**src/rtl/regfile_scoreboard.sv**
```systemverilog
// Integer register file (2 async reads, 1 sync write, x0 = 0) with a post-reset clear
// sequencer and a per-register busy scoreboard. Optional macro: REGFILE_BYPASS_EN.
module regfile_scoreboard #(
   parameter int unsigned XLEN = 32,
   parameter int unsigned AW   = 5
) (
   input  logic            clock,
   input  logic            reset,
   output logic            ready,
   input  logic            RegWrite,
   input  logic [AW-1:0]   rd,
   input  logic [XLEN-1:0] write_data,
   input  logic [AW-1:0]   rs1,
   input  logic [AW-1:0]   rs2,
   output logic [XLEN-1:0] read_data1,
   output logic [XLEN-1:0] read_data2,
   input  logic            issue_valid,
   input  logic [AW-1:0]   issue_rd,
   output logic            busy1,
   output logic            busy2,
   output logic            hazard
);

   localparam int unsigned NREGS = 1 << AW;
   localparam logic [AW:0] LastIdx = (AW + 1)'(NREGS - 1);

   typedef enum logic [0:0] {StInit, StReady} state_e;

   state_e          state_q, state_d;
   logic [AW:0]     clr_idx_q, clr_idx_d;
   logic [NREGS-1:0] busy_q, busy_d;
   logic [XLEN-1:0] regs_q [NREGS];
   logic            run;
   logic            wr_en;
   logic            fwd1, fwd2;

   assign run   = (state_q == StReady) && !reset;
   assign wr_en = RegWrite && (rd != '0);

   always_comb begin
      state_d   = state_q;
      clr_idx_d = clr_idx_q;
      if (state_q == StInit) begin
         clr_idx_d = clr_idx_q + 1'b1;
         if (clr_idx_q == LastIdx) begin
            state_d = StReady;
         end
      end
   end

   always_ff @(posedge clock) begin
      if (reset) begin
         state_q   <= StInit;
         clr_idx_q <= '0;
      end else begin
         state_q   <= state_d;
         clr_idx_q <= clr_idx_d;
      end
   end

   // Array has no reset; INIT zeroes it one entry per cycle.
   always_ff @(posedge clock) begin
      if (!reset) begin
         if (state_q == StInit) begin
            regs_q[clr_idx_q[AW-1:0]] <= '0;
         end else if (wr_en) begin
            regs_q[rd] <= write_data;
         end
      end
   end

   // A same-cycle issue to k overrides the writeback clear: the newer producer owns k.
   always_comb begin
      busy_d = '0;
      if (state_q == StReady) begin
         busy_d = busy_q;
         for (int unsigned k = 1; k < NREGS; k++) begin
            if (issue_valid && (issue_rd == AW'(k))) begin
               busy_d[k] = 1'b1;
            end else if (RegWrite && (rd == AW'(k))) begin
               busy_d[k] = 1'b0;
            end
         end
      end
      busy_d[0] = 1'b0;
   end

   always_ff @(posedge clock) begin
      if (reset) begin
         busy_q <= '0;
      end else begin
         busy_q <= busy_d;
      end
   end

`ifdef REGFILE_BYPASS_EN
   assign fwd1 = run && wr_en && (rd == rs1);
   assign fwd2 = run && wr_en && (rd == rs2);
`else
   assign fwd1 = 1'b0;
   assign fwd2 = 1'b0;
`endif

   always_comb begin
      read_data1 = '0;
      read_data2 = '0;
      if (fwd1) begin
         read_data1 = write_data;
      end else if (rs1 != '0) begin
         read_data1 = regs_q[rs1];
      end
      if (fwd2) begin
         read_data2 = write_data;
      end else if (rs2 != '0) begin
         read_data2 = regs_q[rs2];
      end
   end

   assign ready  = run;
   assign busy1  = run && (rs1 != '0) && busy_q[rs1] && !fwd1;
   assign busy2  = run && (rs2 != '0) && busy_q[rs2] && !fwd2;
   assign hazard = busy1 || busy2;

endmodule

```
**config.mk**
```make
export PLATFORM = sky130hd
export DESIGN_NAME = regfile_scoreboard
export DESIGN_NICKNAME = d
export VERILOG_FILES = /design/src/rtl/regfile_scoreboard.sv
export SDC_FILE = /design/constraint.sdc
export NUM_CORES = 1
export LEC_CHECK = 0
export ABC_AREA = 0
export CAP_MARGIN = 20
export CORE_MARGIN = 3
export CORE_UTILIZATION = 40
export CTS_BUF_LIST = sky130_fd_sc_hd__clkbuf_2 sky130_fd_sc_hd__clkbuf_4 sky130_fd_sc_hd__clkbuf_8
export DETAILED_ROUTE_END_ITERATION = 6
export PLACE_DENSITY = 0.53
export SETUP_SLACK_MARGIN = 0.3
export SLEW_MARGIN = 5
export SYNTH_ARGS = -nofsm -noshare
export SYNTH_HDL_FRONTEND = slang
export SYNTH_SLANG_ARGS = --single-unit
```
**constraint.sdc**
```tcl
create_clock -name clock -period 9.39 [get_ports clock]
set_input_delay 1.878 -clock clock [delete_from_list [all_inputs] [get_ports clock]]
set_output_delay 1.878 -clock clock [all_outputs]
set_load 0.005 [all_outputs]
```
==> flow_metrics.tcl <==
set metrics [dict create \
    status "complete, no violations" \
    clk-insertion-delay-late_ps 880 \
    slew_headroom_pct 22.0 \
    rr_startpoint "state_q" \
    yosysTopAreaCell "edfxtp_1" \
    synth_simple_gate_area_share_pct 2.32 \
    tns_ps 0 \
    maximum_cell_stage_delay_along_the_critical_path_ps 700 \
    numCtsBuffers 185 \
    synth_seq_cells 1062 \
    detailed_place.area_um2 52900 \
    finalCritPeriodShare_pct 74.6 \
    tritoncts_num_sinks 1062 \
    fillCellCount 10200 \
    routed_wirelength_um 154000 \
    worst_setup_path_endpoint "read_data2[15]" \
    flow.area_growth_from_synthesis_pct 14.3 \
    boundaryPins 124 \
    min_period_ps 7000 \
    power-per-cell-area_nw_per_um2 175 \
    floorplan.initialDensity_pct 40.5 \
    worstSetupStartpoint "rs2[1]" \
    drt_pre_antenna_iters 5 \
    antenna_violations_before_repair 4 \
    synth.mux.area_fraction_pct 30.0 \
    cts_setup_buffers 0 \
    cts_tree "built" \
    critical_path_rt_ps 7510 \
    width_of_the_die_um 358 \
    io_buffer_count 123 \
    worst_setup_path_end_kind "primary output" \
    placeableCoreArea_um2 122000 \
    final_layout_size_suffix_gt1_share_pct 39.1 \
    total_number_of_vias 27200 \
    clkTransAtPathRegs_ps 50 \
    syn_nets 2437 \
    groute.usage.overall_pct 24.4 \
    final-seq-area_um2 31500 \
    finalSetupViolCount 0 \
    critical_path.top_delay_family "buffers and inverters" \
    timing.final.max_slew_violations 0 \
    hold_violations 0 \
    drt-vias-per-instance 6.24 \
    final.hold.worst_slack_ps 497 \
    globalplace.congestion 0.794 \
    grt_start_max_net_pins 131 \
    rsz0062_at_grt "false" \
    avgSynthCellArea_um2 20.8 \
    reg2reg_slack_ps 4750 \
    synth_compound_gate_area_share_pct 1.65 \
    area_occupied_by_multi_input_gates_um2 17100 \
    drt-wirelength-per-cell_um 35.2 \
    ys_types 46 \
    cts-hold-fix-buffers 0 \
    post-route-cell-area_um2 56500 \
    critical_path.slowest_cell "buf_12" \
    globalRouteOverflowTotal 0 \
    drc 0 \
    most-common-layout-cells "1,024 x edfxtp_1, 650 x mux4_2, 188 x clkbuf_8, 113 x clkdlybuf4s50_1, 107 x nand2_1" \
    die_h_um 358 \
    synth.cell_area_um2 49500 \
    cts_h_tree_depth 4 \
    drt_iter0_drc 2973 \
    start_kind "primary input" \
    synthAdderAreaFrac_pct 0.0253 \
    fin_skew_ps 23.7 \
    power.static_leakage_nw 15.7 \
    crit_path_buf_inv_count 3 \
    share_of_the_synthesized_netlist_area_taken_by_xor_and_xnor_gates_pct 0.0531 \
    main_combinational_cell_family_by_area_after_synthesis "multiplexers" \
    layout_commonest_cell "edfxtp_1" \
    cts_max_path_buffers 3 \
    critical_path.max_fanout 130 \
    synth-warning-count 0 \
    number_of_global_route_vias_before_repair 29100 \
    placement_rows 128 \
    regToRegEndpoint "regs_q[2][18]" \
    timing_worst_slew_pin_value_ps 1170 \
    cts_root_buffer "clkbuf_8" \
    timing.critical_path.cells "buf_8 > buf_12 > mux4_2 > mux4_2 > nand2_1 > o21ai_1 > clkdlybuf4s50_1" \
    num-nets-final 2648 \
    post_detail_place_hpwl_um 82800 \
    postRouteAntennaNets 0 \
    worst-endpoint-arrival_ps 5120 \
    grt_first_pass_wirelength_um 217000 \
    worstHoldPathType "reg -> reg" \
    path_common_cell "mux4_2" \
    number_of_max_cap_violations 0 \
    synth_top_cells_by_area "edfxtp_1 62%, mux4_2 30%, dfxtp_1 1.5%" \
    r2r_cells 9 \
    total_chip_power_w 0.00990 \
    seq_area_frac_synth_pct 63.7 \
    power.ir.vdd_worst_v 0.000136 \
    proportion_of_netlist_area_held_by_the_largest_area_contributor_pct 62.2 \
    fmax_mhz 143 \
    synthesis.instances 2380 \
    die_area_um2 128000 \
    path_class "in -> out" \
    critical_path_cell_count 7 \
    cts_repair_resizes 0 \
]
==> power breakdown <==
| part | switching (W) | internal, W | total, W |
|---|---|---|---|
| logic | 0.000390 | 0.000319 | 0.000710 |
| registers | 0.0000139 | 0.00515 | 0.00517 |
| clock network | 0.00193 | 0.00209 | 0.00402 |
| total | 0.00234 | 0.00756 | 0.00990 |
==> worst min-delay path, cell delays in order, from the launching register on <==
cell     delay, ps
dfxtp_1        320
o21ai_0         70
a21oi_1         60
==> state kept, by name, indices dropped and copies added, names as in the netlist <==
name	count
busy_q	31
clr_idx_q	6
state_q	1
regs_q	1024
==> worst min-delay path by stage <==
| stage | from | endpoint | slack (ps) | depth (start not counted) |
|---|---|---|---|---|
| after detailed placement | busy_q[24] | busy_q[24] | 480 | 2 |
| after global placement | busy_q[24] | busy_q[24] | 470 | 2 |
| after CTS | busy_q[24] | busy_q[24] | 490 | 2 |
| after floorplan | busy_q[2] | busy_q[2] | 460 | 2 |
| after global routing | busy_q[6] | busy_q[6] | 530 | 2 |
| final | busy_q[25] | busy_q[25] | 500 | 2 |
==> routing by layer <==
layer	GRT usage [%]	part of all wire (%)	routed length [um]	vias to the layer above
met3	4.76	6.8	10400	253
met4	7.66	2.8	4240	0
li1	-	-	-	10700
met5	0	0	0	-
met2	39.6	49	75400	1201
met1	33.5	41	63400	15100
==> metrics by stage <==
step | instances | worst slack [ps] | utilization, %
global route | 4362 | 2240 | 46.2
global placement | 4013 | 2390 | 43.2
finish | 4363 | 2390 | 46.2
floorplan | 2380 | 3850 | -
detailed placement | 4018 | 2350 | 43.3
CTS | 4350 | 2340 | 46.1
==> cell usage after synthesis, drive strengths merged <==
cell	number
o21bai	2
inv	39
nor2b	16
a211oi	1
nor3b	2
nor3	6
nand4	2
nor4b	1
clkbuf	74
a22oi	3
or3	2
nand3	15
ha	1
clkinv	29
o21ai	97
dfxtp	38
xnor2	2
o211ai	3
a32oi	2
mux2i	14
nand2	107
and4	1
and3	2
a221oi	3
buf	107
edfxtp	1024
xor2	1
nor4bb	1
nand3b	3
nand2b	5
a311oi	2
mux4	650
o311a	1
and2	32
nor2	50
or2	3
mux2	6
a21oi	32
a32o	1
==> area by class of cell <==
type | instances | area share (%)
repair buffers | 205 | 3.81
clock buffers | 244 | 5.32
inverters | 68 | 0.452
diodes | 2 | 0.00886
well taps | 1625 | 3.60
multi-input cells | 1069 | 30.3
flip-flops and latches | 1062 | 55.8
clock inverters | 88 | 0.777
==> cells by family after synthesis <==
family,count (synthesis)
buf+inv,249
compound gates,147
flops,1062
xor+xnor,3
fa+ha+maj,1
simple gates,248
mux,670
No activity file was read; power rests on OpenSTA's default activity.
